File: config.mk
export PLATFORM = sky130hd
export DESIGN_NAME = store_narrow
export DESIGN_NICKNAME = d
export VERILOG_FILES = /design/src/rtl/store_narrow_pkg.sv /design/src/rtl/store_narrow_lane_rotate.sv /design/src/rtl/store_narrow.sv
export SDC_FILE = /design/constraint.sdc
export NUM_CORES = 1
export LEC_CHECK = 0
export CAP_MARGIN = 20
export CORE_MARGIN = 2
export CORE_UTILIZATION = 49
export CTS_CLUSTER_DIAMETER = 150
export DETAILED_ROUTE_END_ITERATION = 6
export PLACE_DENSITY = 0.88
export SLEW_MARGIN = 40
export SYNTH_ARGS = -nofsm -noshare
export SYNTH_HDL_FRONTEND = slang
export SYNTH_SLANG_ARGS = --single-unit
File: constraint.sdc
create_clock -name clk -period 1.9 [get_ports clk]
set_input_delay 0.38 -clock clk [delete_from_list [all_inputs] [get_ports clk]]
set_output_delay 0.38 -clock clk [all_outputs]
set_load 0.01 [all_outputs]
File: src/rtl/store_narrow_pkg.sv
// store_narrow_pkg: shared definitions for the store_narrow slice.
//   - size encodings SZ_BYTE / SZ_HALF / SZ_WORD / SZ_RSVD
//   - state_t : store sequencer states (IDLE, BEAT1, BEAT2)
//   - range_ok(): true when a byte/half store value fits its narrowed width
package store_narrow_pkg;

   localparam logic [1:0] SZ_BYTE = 2'd0;
   localparam logic [1:0] SZ_HALF = 2'd1;
   localparam logic [1:0] SZ_WORD = 2'd2;
   localparam logic [1:0] SZ_RSVD = 2'd3;

   typedef enum logic [1:0] {
      IDLE  = 2'd0,
      BEAT1 = 2'd1,
      BEAT2 = 2'd2
   } state_t;

   // A byte/half value fits when the discarded upper bits are a pure
   // sign-extension (signed) or zero-extension (unsigned) of the kept bits.
   // Words and reserved sizes always fit.
   function automatic logic range_ok(input logic [31:0] d,
                                     input logic [1:0]  sz,
                                     input logic        sgn);
      logic r;
      r = 1'b1;
      case (sz)
         SZ_BYTE: r = (d[31:8]  == (sgn ? {24{d[7]}}  : 24'h0));
         SZ_HALF: r = (d[31:16] == (sgn ? {16{d[15]}} : 16'h0));
         default: r = 1'b1;
      endcase
      return r;
   endfunction

endpackage

File: src/rtl/store_narrow_lane_rotate.sv
// lane_rotate: combinational lane placement for a narrow store.
//   data     [31:0] register value (low bytes significant)
//   size     [1:0]  SZ_BYTE / SZ_HALF / SZ_WORD (SZ_RSVD -> empty image)
//   offset   [1:0]  byte offset within the first word
//   img_data [63:0] two-word data image; [31:0] beat 1, [63:32] beat 2
//   img_be   [7:0]  two-word enable image; [3:0] beat 1, [7:4] beat 2
// Unused bytes are zero before shifting, so disabled lanes carry 0.
module lane_rotate
   import store_narrow_pkg::*;
(
   input  logic [31:0] data,
   input  logic [1:0]  size,
   input  logic [1:0]  offset,
   output logic [63:0] img_data,
   output logic [7:0]  img_be
);

   logic [31:0] narrowed;
   logic [3:0]  be_base;

   always_comb begin
      narrowed = 32'h0;
      be_base  = 4'b0000;
      case (size)
         SZ_BYTE: begin narrowed = {24'h0, data[7:0]};  be_base = 4'b0001; end
         SZ_HALF: begin narrowed = {16'h0, data[15:0]}; be_base = 4'b0011; end
         SZ_WORD: begin narrowed = data;                be_base = 4'b1111; end
         default: begin narrowed = 32'h0;               be_base = 4'b0000; end
      endcase
      // Shifting into a 64-bit window turns lane wrap into a second word.
      img_data = {32'h0, narrowed} << {offset, 3'b000};
      img_be   = {4'h0, be_base} << offset;
   end

endmodule

File: src/rtl/store_narrow.sv
// store_narrow: splits a byte/half/word store into one or two word-aligned
// memory write beats with lane-positioned data and byte enables.
// Ports:
//   clk, rst_n                 clock, asynchronous active-low reset
//   in_valid/in_ready          request handshake (accept = in_valid && in_ready)
//   in_data, in_addr, in_size  store value, byte address, size encoding
//   in_signed                  signedness, only used by the range check
//   out_valid/out_ready        beat handshake (consumed = out_valid && out_ready)
//   out_addr/out_data/out_be   word address, lane data, byte enables
//   out_last                   final beat of the request
//   err_size                   one-cycle pulse after accepting in_size==3
//   err_range                  range violation on the first beat (out_valid qualified)
//   dbg_state                  current sequencer state
// Handshake: both interfaces transfer on a cycle where valid && ready at the
// rising edge; outputs stay stable while out_valid && !out_ready.
// Build option: define STORE_NARROW_RANGE_CHECK_EN to enable err_range;
// otherwise err_range is tied low and in_signed is ignored.
module store_narrow
   import store_narrow_pkg::*;
#(
   parameter int ADDR_W = 32
)(
   input  logic              clk,
   input  logic              rst_n,
   input  logic              in_valid,
   output logic              in_ready,
   input  logic [31:0]       in_data,
   input  logic [ADDR_W-1:0] in_addr,
   input  logic [1:0]        in_size,
   input  logic              in_signed,
   output logic              out_valid,
   input  logic              out_ready,
   output logic [ADDR_W-1:0] out_addr,
   output logic [31:0]       out_data,
   output logic [3:0]        out_be,
   output logic              out_last,
   output logic              err_size,
   output logic              err_range,
   output logic [1:0]        dbg_state
);

   state_t      state;
   logic [31:0] b2_data;
   logic [3:0]  b2_be;
   logic [63:0] img_data;
   logic [7:0]  img_be;
   logic        accept;
   logic        hs;
   logic        range_err;

   lane_rotate u_rot (
      .data     (in_data),
      .size     (in_size),
      .offset   (in_addr[1:0]),
      .img_data (img_data),
      .img_be   (img_be)
   );

`ifdef STORE_NARROW_RANGE_CHECK_EN
   assign range_err = !range_ok(in_data, in_size, in_signed);
`else
   logic unused_signed;
   assign unused_signed = in_signed;
   assign range_err     = 1'b0;
`endif

   assign out_valid = (state != IDLE);
   assign hs        = out_valid && out_ready;
   // A new request may enter in the same cycle the final beat leaves.
   assign in_ready  = (state == IDLE) || (hs && out_last);
   assign accept    = in_valid && in_ready;
   assign dbg_state = state;

   always_ff @(posedge clk or negedge rst_n) begin
      if (!rst_n) begin
         state     <= IDLE;
         out_addr  <= '0;
         out_data  <= 32'h0;
         out_be    <= 4'h0;
         out_last  <= 1'b0;
         err_size  <= 1'b0;
         err_range <= 1'b0;
         b2_data   <= 32'h0;
         b2_be     <= 4'h0;
      end else begin
         err_size <= 1'b0;
         if (accept) begin
            if (in_size == SZ_RSVD) begin
               state    <= IDLE;
               err_size <= 1'b1;
            end else begin
               state     <= BEAT1;
               out_addr  <= {in_addr[ADDR_W-1:2], 2'b00};
               out_data  <= img_data[31:0];
               out_be    <= img_be[3:0];
               out_last  <= (img_be[7:4] == 4'h0);
               err_range <= range_err;
               b2_data   <= img_data[63:32];
               b2_be     <= img_be[7:4];
            end
         end else if (hs) begin
            if (out_last) begin
               state <= IDLE;
            end else begin
               state     <= BEAT2;
               // Natural ADDR_W overflow wraps the last word to address 0.
               out_addr  <= out_addr + ADDR_W'(4);
               out_data  <= b2_data;
               out_be    <= b2_be;
               out_last  <= 1'b1;
               err_range <= 1'b0;
            end
         end
      end
   end

endmodule

# [Yosys cells after proc, flatten, opt, wreduce, memory -nomap -nowiden]
# Cells that the tools add are included.
[op_classes] n_bitwise=1 shifts=2 n_reduce_logical=12 mux=27 add_sub_neg=1 eq_ne=5
[ops] operator="32-bit 2-to-1 mux" n=8
[ops] operator="32-bit one-hot mux with 3 select lines" n=1
[ops] operator="32-bit by 5-bit left shift with 64-bit output" n=1
[ops] operator="32-bit by 3-bit adder with 32-bit output (second input constant)" n=1
[ops] operator="4-bit 2-to-1 mux" n=4
[ops] operator="4-bit one-hot mux with 3 select lines" n=1
[ops] operator="1-bit 2-to-1 mux" n=10
[ops] operator="4-bit by 2-bit left shift with 8-bit output" n=1
[ops] operator="2-bit 2-to-1 mux" n=3
[ops] operator="2-bit == test (second input constant)" n=2
[ops] operator="2-bit zero test" n=2
[ops] operator="4-bit zero test" n=1
[ops] operator="2-bit AND reduction" n=2
[ops] operator="2-bit nonzero test" n=2
[ops] operator="1-bit logical AND" n=3
[ops] operator="3-bit AND reduction" n=1
[ops] operator="2-bit by 1-bit == test with 1-bit output (second input constant)" n=1
[ops] operator="2-bit by 1-bit != test with 1-bit output (second input constant)" n=1
[ops] operator="2-bit != test (second input constant)" n=1
[ops] operator="1-bit logical OR" n=1
[ops] operator="1-bit inverter" n=1
[word_totals] wordCells=57 out_inout_bits=75 regBits=109

# [Logic depth before layout (Yosys ltp)]
# Gate-level depths: netlist of run 1.
[depth] word_depth=7 ltp_mapped=8

# [Modules after synthesis]
# A second synthesis of run 1 with hierarchy kept.
[unflattened] hier_cells=785 hier_area_um2=6241.0
[by_module_without_submodules] mod="store_narrow" seq_area_each_um2=2652.5 n_inst=1 area_each_um2=5119.9 cells_per_inst=613
[by_module_without_submodules] mod="lane_rotate" seq_area_each_um2=0.0 n_inst=1 area_each_um2=1121.1 cells_per_inst=172

# [Worst setup path after synthesis of run 1]
# OpenSTA, ideal clock, no wires.
[synth_path] path_kind="input-to-reg" from="input port in_size[0]" to="register out_data[10]" setup_time_ns=0.123 path_stages=8 arrival_time_ns=1.786 setup_slack_ns=-0.009 required_ns=1.777 path_cell_list="inv_1 -> ha_1 -> or3_4 -> and3_1 -> buf_2 -> a22o_1 -> a221oi_2 -> nor2_1"
[synth_via] elab_chain_cells=5 elab_cells_between_ends=10
[synth_rtl] item="start: declaration" line_no="store_narrow.sv:29" text="input logic [1:0] in_size,"
[synth_rtl] item="2-bit == test (tied with other cells)" line_no="store_narrow_lane_rotate.sv:24" text="case (size)"
[synth_rtl] item="32-bit one-hot mux with 3 select lines" line_no="store_narrow_lane_rotate.sv:24"
[synth_rtl] item="32-bit by 5-bit left shift with 64-bit output" line_no="store_narrow_lane_rotate.sv:31" text="img_data = {32'h0, narrowed} << {offset, 3'b000};"
[synth_rtl] item="32-bit 2-to-1 mux" line_no="store_narrow.sv:88" text="if (in_size == SZ_RSVD) begin"
[synth_rtl] item="32-bit 2-to-1 mux" line_no="store_narrow.sv:87" text="if (accept) begin"
[synth_rtl] item="end signal: assignment" line_no="store_narrow.sv:94" text="out_data <= img_data[31:0];"
[synth_rtl] item="end signal: assignment" line_no="store_narrow.sv:108" text="out_data <= b2_data;"
[synth_rtl] item="end: declaration" line_no="store_narrow.sv:34" text="output logic [31:0] out_data,"
# Several ways; a longest one is shown, not always the timed one. The select of a mux whose other input is x is not followed.
# A chain may end at the register's enable or synchronous reset.

# [Worst setup path after layout of run 1]
[layout_path] from="input port in_size[1]" to="register out_data[10]"
# Same word-level chain as after synthesis.

==> results of run 1 <==
## sequential cells by signal, indices dropped and copies added, names as in the netlist
| name | flops |
|---|---|
| out_last | 1 |
| out_be | 4 |
| b2_be | 3 |
| b2_data | 24 |
| err_size | 1 |
| dbg_state | 2 |
| out_data | 32 |
| out_addr | 30 |
## through the flow
stage	power, W	util	TNS (ns)	cells
finish	0.00837	0.714	0	934
global route	0.00884	0.714	-0.148	934
global placement	0.00665	0.683	-37.90	914
CTS	0.00830	0.708	0	933
detailed placement	0.00681	0.683	-44.28	914
floorplan	0.00479	-	0	616
## routing by layer
layer  wire length, µm  up-vias  share of wire
met5                 0        -              0
met4               512        0          0.029
met3              1480       42          0.083
met2              8790      301           0.49
met1              7090     2764           0.40
li1                  -     2588              -
## report_power, final
group	switching (W)	internal, W	total, W
sequential	0.000618	0.00264	0.00326
clock	0.000753	0.000723	0.00148
combinational	0.00171	0.00192	0.00363
## area by class of cell
class | count | area [µm²]
Sequential cell | 97 | 2430
Timing Repair Buffer | 216 | 2070
Clock buffer | 13 | 169
Tap cell | 140 | 175
Clock inverter | 3 | 47.5
Inverter | 8 | 30.0
Fill cell | 803 | 3080
Multi-Input combinational cell | 457 | 2750
## how the worst min path moves through the flow
| stage | cells after the start | to | slack [ns] | startpoint |
|---|---|---|---|---|
| 2_1_floorplan | 0 | b2_be[0]$_DFFE_PN0P_ | 0.08 | rst_n |
| 3_3_place_gp | 1 | out_addr[7]$_DFFE_PN0P_ | 0.32 | rst_n |
| 3_5_place_dp | 1 | out_addr[4]$_DFFE_PN0P_ | 0.32 | rst_n |
| 4_1_cts | 2 | out_addr[7]$_DFFE_PN0P_ | 0.47 | rst_n |
| 5_1_grt | 2 | out_addr[7]$_DFFE_PN0P_ | 0.47 | rst_n |
| 6_report | 2 | out_addr[7]$_DFFE_PN0P_ | 0.46 | rst_n |
## cells by family after synthesis
family | synth area share
compound gates | 0.253
fa+ha+maj | 0.0163
buf+inv | 0.0536
flops | 0.452
mux | 0.0224
other cells | 0.000699
simple gates | 0.201
## cells in the mapped netlist, types with 2 or more instances
cell type	n
nor2b_1	2
inv_1	7
or4_1	2
o31ai_1	3
nor2_1	56
mux2_2	8
and3_1	15
nand4_1	14
clkbuf_1	29
mux2i_1	3
a221oi_2	2
o22a_1	10
o21a_1	3
dfrtp_1	97
ha_1	7
a31oi_1	22
a221oi_1	5
and4_1	4
buf_2	17
a22o_1	15
o21ai_0	41
o22ai_1	18
buf_6	2
a22oi_1	12
o21ai_1	2
a32oi_1	5
a41o_1	2
nand2_1	100
a2bb2oi_1	9
nand3_1	19
buf_4	5
nor3_1	8
a21oi_1	49
## timing repair
action,4_1_cts,5_1_grt
hold buffers,1,0
setup buffers,2,1
endpoints found under the hold margin,21,0
pin swaps,3,0
endpoints found under the setup margin,64,20
resized for setup,14,14
==> metrics.txt, run 1 <==
CTS tree yes; Cells after Synth 614; number of synthesized register bits 97; Slowest cell on crit path or3_4; WL/cell 19.1 µm; Rel. slew slack 0.624; gr usage total 0.307; RR Endpoint out_data[0]$_DFFE_PN0P_; critical path arrival 2.14 ns; Post-Syn Area 5370 µm²; Finish-stage setup viols 0; Post-synth EDFFs 0; clock-pin slew on the worst setup and hold paths 0.10 ns; Die Height 109 µm; most frequent cells in the layout clkdlybuf4s50_1, nand2_1, dfrtp_1; crit-path max cell delay 0.37 ns; worst hold slack 0.462 ns; Initial DRT Pass Iterations 5; Crit. Startpoint in_size[1]; remaining global-route overflow 0; WL final 17.9 mm; CP top delay family simple AND/OR/NAND/NOR gates; YS warnings 0; worst path bufs/invs 2; crit path time final 1.87 ns; final count of pins violating max slew 0; GR peak layer met2; R2R depth 7; routed vias/inst 6.10; Initial DRC Count 535; sequential cell area fraction in the yosys report 0.452; Bufs on Longest Clock Path 2; post-synth top area cell dfrtp_1; Max IR drop VDD 0.546 mV; status completed; IO Pins 146; WP depth 8; period utilization 0.986; Buffers on Ports 141; CP max FO 7; Worst EP required 2.17 ns; Most used DFF post-synth dfrtp_1; drt drc 0; top post-synthesis cells by area dfrtp_1, nand2_1, a21oi_1; die area 11800 µm²; RR Startpoint dbg_state[0]$_DFFE_PN0P_; share of cells above drive strength 1 0.165; met3 Track Usage GR 0.0400; vias in the first global route 5633; clock skew 0.0143 ns; crit path kind in2reg; via count 5695; first-pass GRT wire length 28.3 mm; leak pwr 3.23 nW; cells along the critical path dlygate4sd2_1, buf_4, ha_2, or3_4, and3_4, a22o_1, a221oi_2, nor2_1; Hold Crit Class in2async; startpoint types primary input; most common cell after layout, fill and taps aside clkdlybuf4s50_1; TritonCTS Sinks 97; Worst R2R Setup Slack 0.07 ns; crit path capture out_data[10]$_DFFE_PN0P_; Max-cap violations 0; placement-stage cell area 7340 µm²; CTS root buf clkbuf_8; Row Count 38; clk_lat worst skew 0.38 ns; Hold Fails Final Rpt 0; antenna cells 0; GR Util met1 0.400; Nets 867; syn avg cell area 8.74 µm²; largest net degree at the start of global routing 46; kind of end point of the critical path register; initial antenna violation count 0; Yosys top cell area share 0.452; Layout area overhead 42.9%; post-route ant nets 0; Initial Util 0.499; RSZ-0062 raised after global routing true; fmax 0.534 GHz; RD Place Congestion 0.940; worst slack, placed -0.736 ns; hpwl dp 12.9 mm; PwrDens 1090 nW/µm²; Distinct cells, synth 54; Num CTS Buffers 9; GR Layer Usage met2 0.522; worst-margin pin slew 0.561 ns; final non-filler cell area 7670 µm²; async set-reset flop share out of synthesis 1.00; htree depth 3; core area 10700 µm²; Die Span X 109 µm; post-route setup slack 0.0265 ns
No activity file was read; power rests on OpenSTA's default activity.
==> run 2: changes to the inputs <==
- GPL_ROUTABILITY_DRIVEN: default -> 0
==> metrics.txt, run 2 (synthesis results as in run 1) <==
Worst EP required 1.52 ns (-0.65 ns); vias in the first global route 5506 (-2.3%); worst path bufs/invs 2 (unchanged); Int Pwr 0.00506 W (-4.1%); leak pwr 3.19 nW (-1.2%); first-pass GRT wire length 27.2 mm (-4.1%); post-layout util 0.708 (-0.00512); via count 5665 (-0.53%); htree depth 3 (unchanged); Finish-stage setup viols 0 (unchanged); remaining global-route overflow 0 (unchanged); fin cells 934 (unchanged); drt drc 0 (unchanged); GR peak layer met2; core area 10700 µm² (unchanged); Layout area overhead 41.9%; antenna cells 0 (unchanged); Initial DRC Count 482 (-9.9%); Reg power frac 0.394 (+0.005); CTS root buf clkbuf_8; clk_lat worst skew 0.38 ns (about the same); worst hold slack 0.472 ns (+0.0105 ns); switching power 0.00312 W (+1.2%); crit-path max cell delay 0.47 ns (+0.10 ns); WL/cell 18.8 µm (-1.8%); status completed; gr usage total 0.296 (-0.0114); CTS tree yes; GR Util met1 0.387 (-0.0131); most frequent cells in the layout clkdlybuf4s50_1, nand2_1, dfrtp_1; Largest regs out_data x32, out_addr x30, b2_data x24; period utilization 0.977 (-0.00857); GR Layer Usage met2 0.493 (-0.0286); hpwl dp 12.7 mm (-1.8%); crit path time final 1.86 ns (-0.0163 ns); startpoint types register; post-route ant nets 0 (unchanged); Hold Fails Final Rpt 0 (unchanged); Comb pwr share 0.447 (+0.013); Rel. slew slack 0.580 (-0.0445); routed vias/inst 6.07 (-0.53%); share of cells above drive strength 1 0.170 (+0.00504); met3 Track Usage GR 0.0377 (-0.00239); critical path arrival 1.48 ns (-0.66 ns); Switching Share 0.381 (+0.0126); Die Span X 109 µm (unchanged); most common cell after layout, fill and taps aside clkdlybuf4s50_1; Total Power 0.00818 W (-2.2%); clock share of power 0.159 (-0.017); Slowest cell on crit path clkdlybuf4s50_1; worst-margin pin slew 0.627 ns (+0.0664 ns); clock-pin slew on the worst setup and hold paths 0.11 ns (about the same); Reg with most FFs out_data; Hold Crit Class in2async; cells along the critical path nor2_2, inv_1, clkdlybuf4s50_1; die area 11800 µm² (unchanged); Die Height 109 µm (unchanged); TritonCTS Sinks 97 (unchanged); clock skew 0.0155 ns (+0.00121 ns); kind of end point of the critical path output port; Initial Util 0.499 (unchanged); fmax 0.538 GHz (+0.88%); Num CTS Buffers 9 (unchanged); Largest register FFs 32 (unchanged); RSZ-0062 raised after global routing true; largest net degree at the start of global routing 50 (+8.7%); Max-cap violations 0 (unchanged); Max IR drop VDD 0.573 mV (+4.8%); crit path kind reg2out; Initial DRT Pass Iterations 5 (unchanged); Buffers on Ports 141 (unchanged); PwrDens 1080 nW/µm² (-1.5%); DP Cell Count 912 (-0.22%); IO Pins 146 (unchanged); CP max FO 3 (-4); Nets 867 (unchanged); final count of pins violating max slew 0 (unchanged); initial antenna violation count 0 (unchanged); Row Count 38 (unchanged); CP top delay family buffers and inverters; WL final 17.5 mm (-1.8%); Bufs on Longest Clock Path 2 (unchanged)
-- run 2: cell count changes in the layout (fill, tap and decap cells not counted), sizes merged --
| cell | before | now |
|---|---|---|
| clkinvlp | 0 | 2 |
| clkinv | 2 | 1 |
| clkbuf | 13 | 10 |
| bufinv | 1 | 0 |
| dlymetal6s2s | 1 | 0 |
| inv | 8 | 11 |
| clkdlybuf4s50 | 136 | 137 |
-- run 2: worst reg2reg max path: cells and delay by family, from the launching register on --
kind	cells	cell delay, ns
simple gates	3	0.71
flops	1	0.49
compound gates	2	0.29
buf+inv	1	0.20
-- run 2: repair_timing --
item	4_1_cts	5_1_grt
hold endpoints to repair	29	0
gates resized for setup	16	15
hold buffers	1	0
buffers inserted	3	2
endpoints found under the setup margin	64	22
pin swaps	1	3
-- run 2: area by class of cell --
cell class	count	area, µm²
clock inverters	6	50.0
inverters	8	30.0
well taps	140	175
fillers	823	3130
repair buffers	216	2050
multi-input cells	457	2750
flip-flops and latches	97	2430
clock buffers	10	128
-- run 2: worst paths after layout --
kind	from	end	slack (ns)	depth (start not counted)
max in group asynchronous	rst_n	dbg_state[1]$_DFFE_PN0P_	0.88	3
worst min register to register	b2_data[7]$_DFFE_PN0P_	b2_data[7]$_DFFE_PN0P_	0.48	2
worst max register to register	out_addr[10]$_DFFE_PN0P_	out_addr[26]$_DFFE_PN0P_	0.10	6
worst max-delay path	dbg_state[1]$_DFFE_PN0P_	out_valid	0.04	3
min in group clk	b2_data[7]$_DFFE_PN0P_	b2_data[7]$_DFFE_PN0P_	0.48	2
worst min-delay path	rst_n	out_data[13]$_DFFE_PN0P_	0.47	2
-- run 2: layer usage --
layer | wire, µm | up-vias | part of all wire
met1 | 6860 | 2681 | 0.39
met4 | 476 | 0 | 0.027
met3 | 1600 | 52 | 0.091
met2 | 8610 | 345 | 0.49
met5 | 0 | - | 0
li1 | - | 2587 | -
-- run 2: through the flow --
step | cell area (µm²) | setup slack [ns] | setup TNS [ns]
after floorplan | 5380 | 0.00270 | 0
after global placement | 7310 | -0.585 | -38.30
after detailed placement | 7310 | -0.708 | -45.28
after CTS | 7560 | 0.0272 | 0
after global routing | 7610 | -0.00550 | -0.00692
final | 7610 | 0.0428 | 0
-- run 2: power by group through the flow --
stage | combinational [W] | sequential, W | clock, W
after floorplan | 0.00141 | 0.00338 | 0
after CTS | 0.00360 | 0.00321 | 0.00131
after detailed placement | 0.00355 | 0.00325 | 0
after global routing | 0.00392 | 0.00330 | 0.00138
final | 0.00366 | 0.00323 | 0.00130
after global placement | 0.00343 | 0.00321 | 0
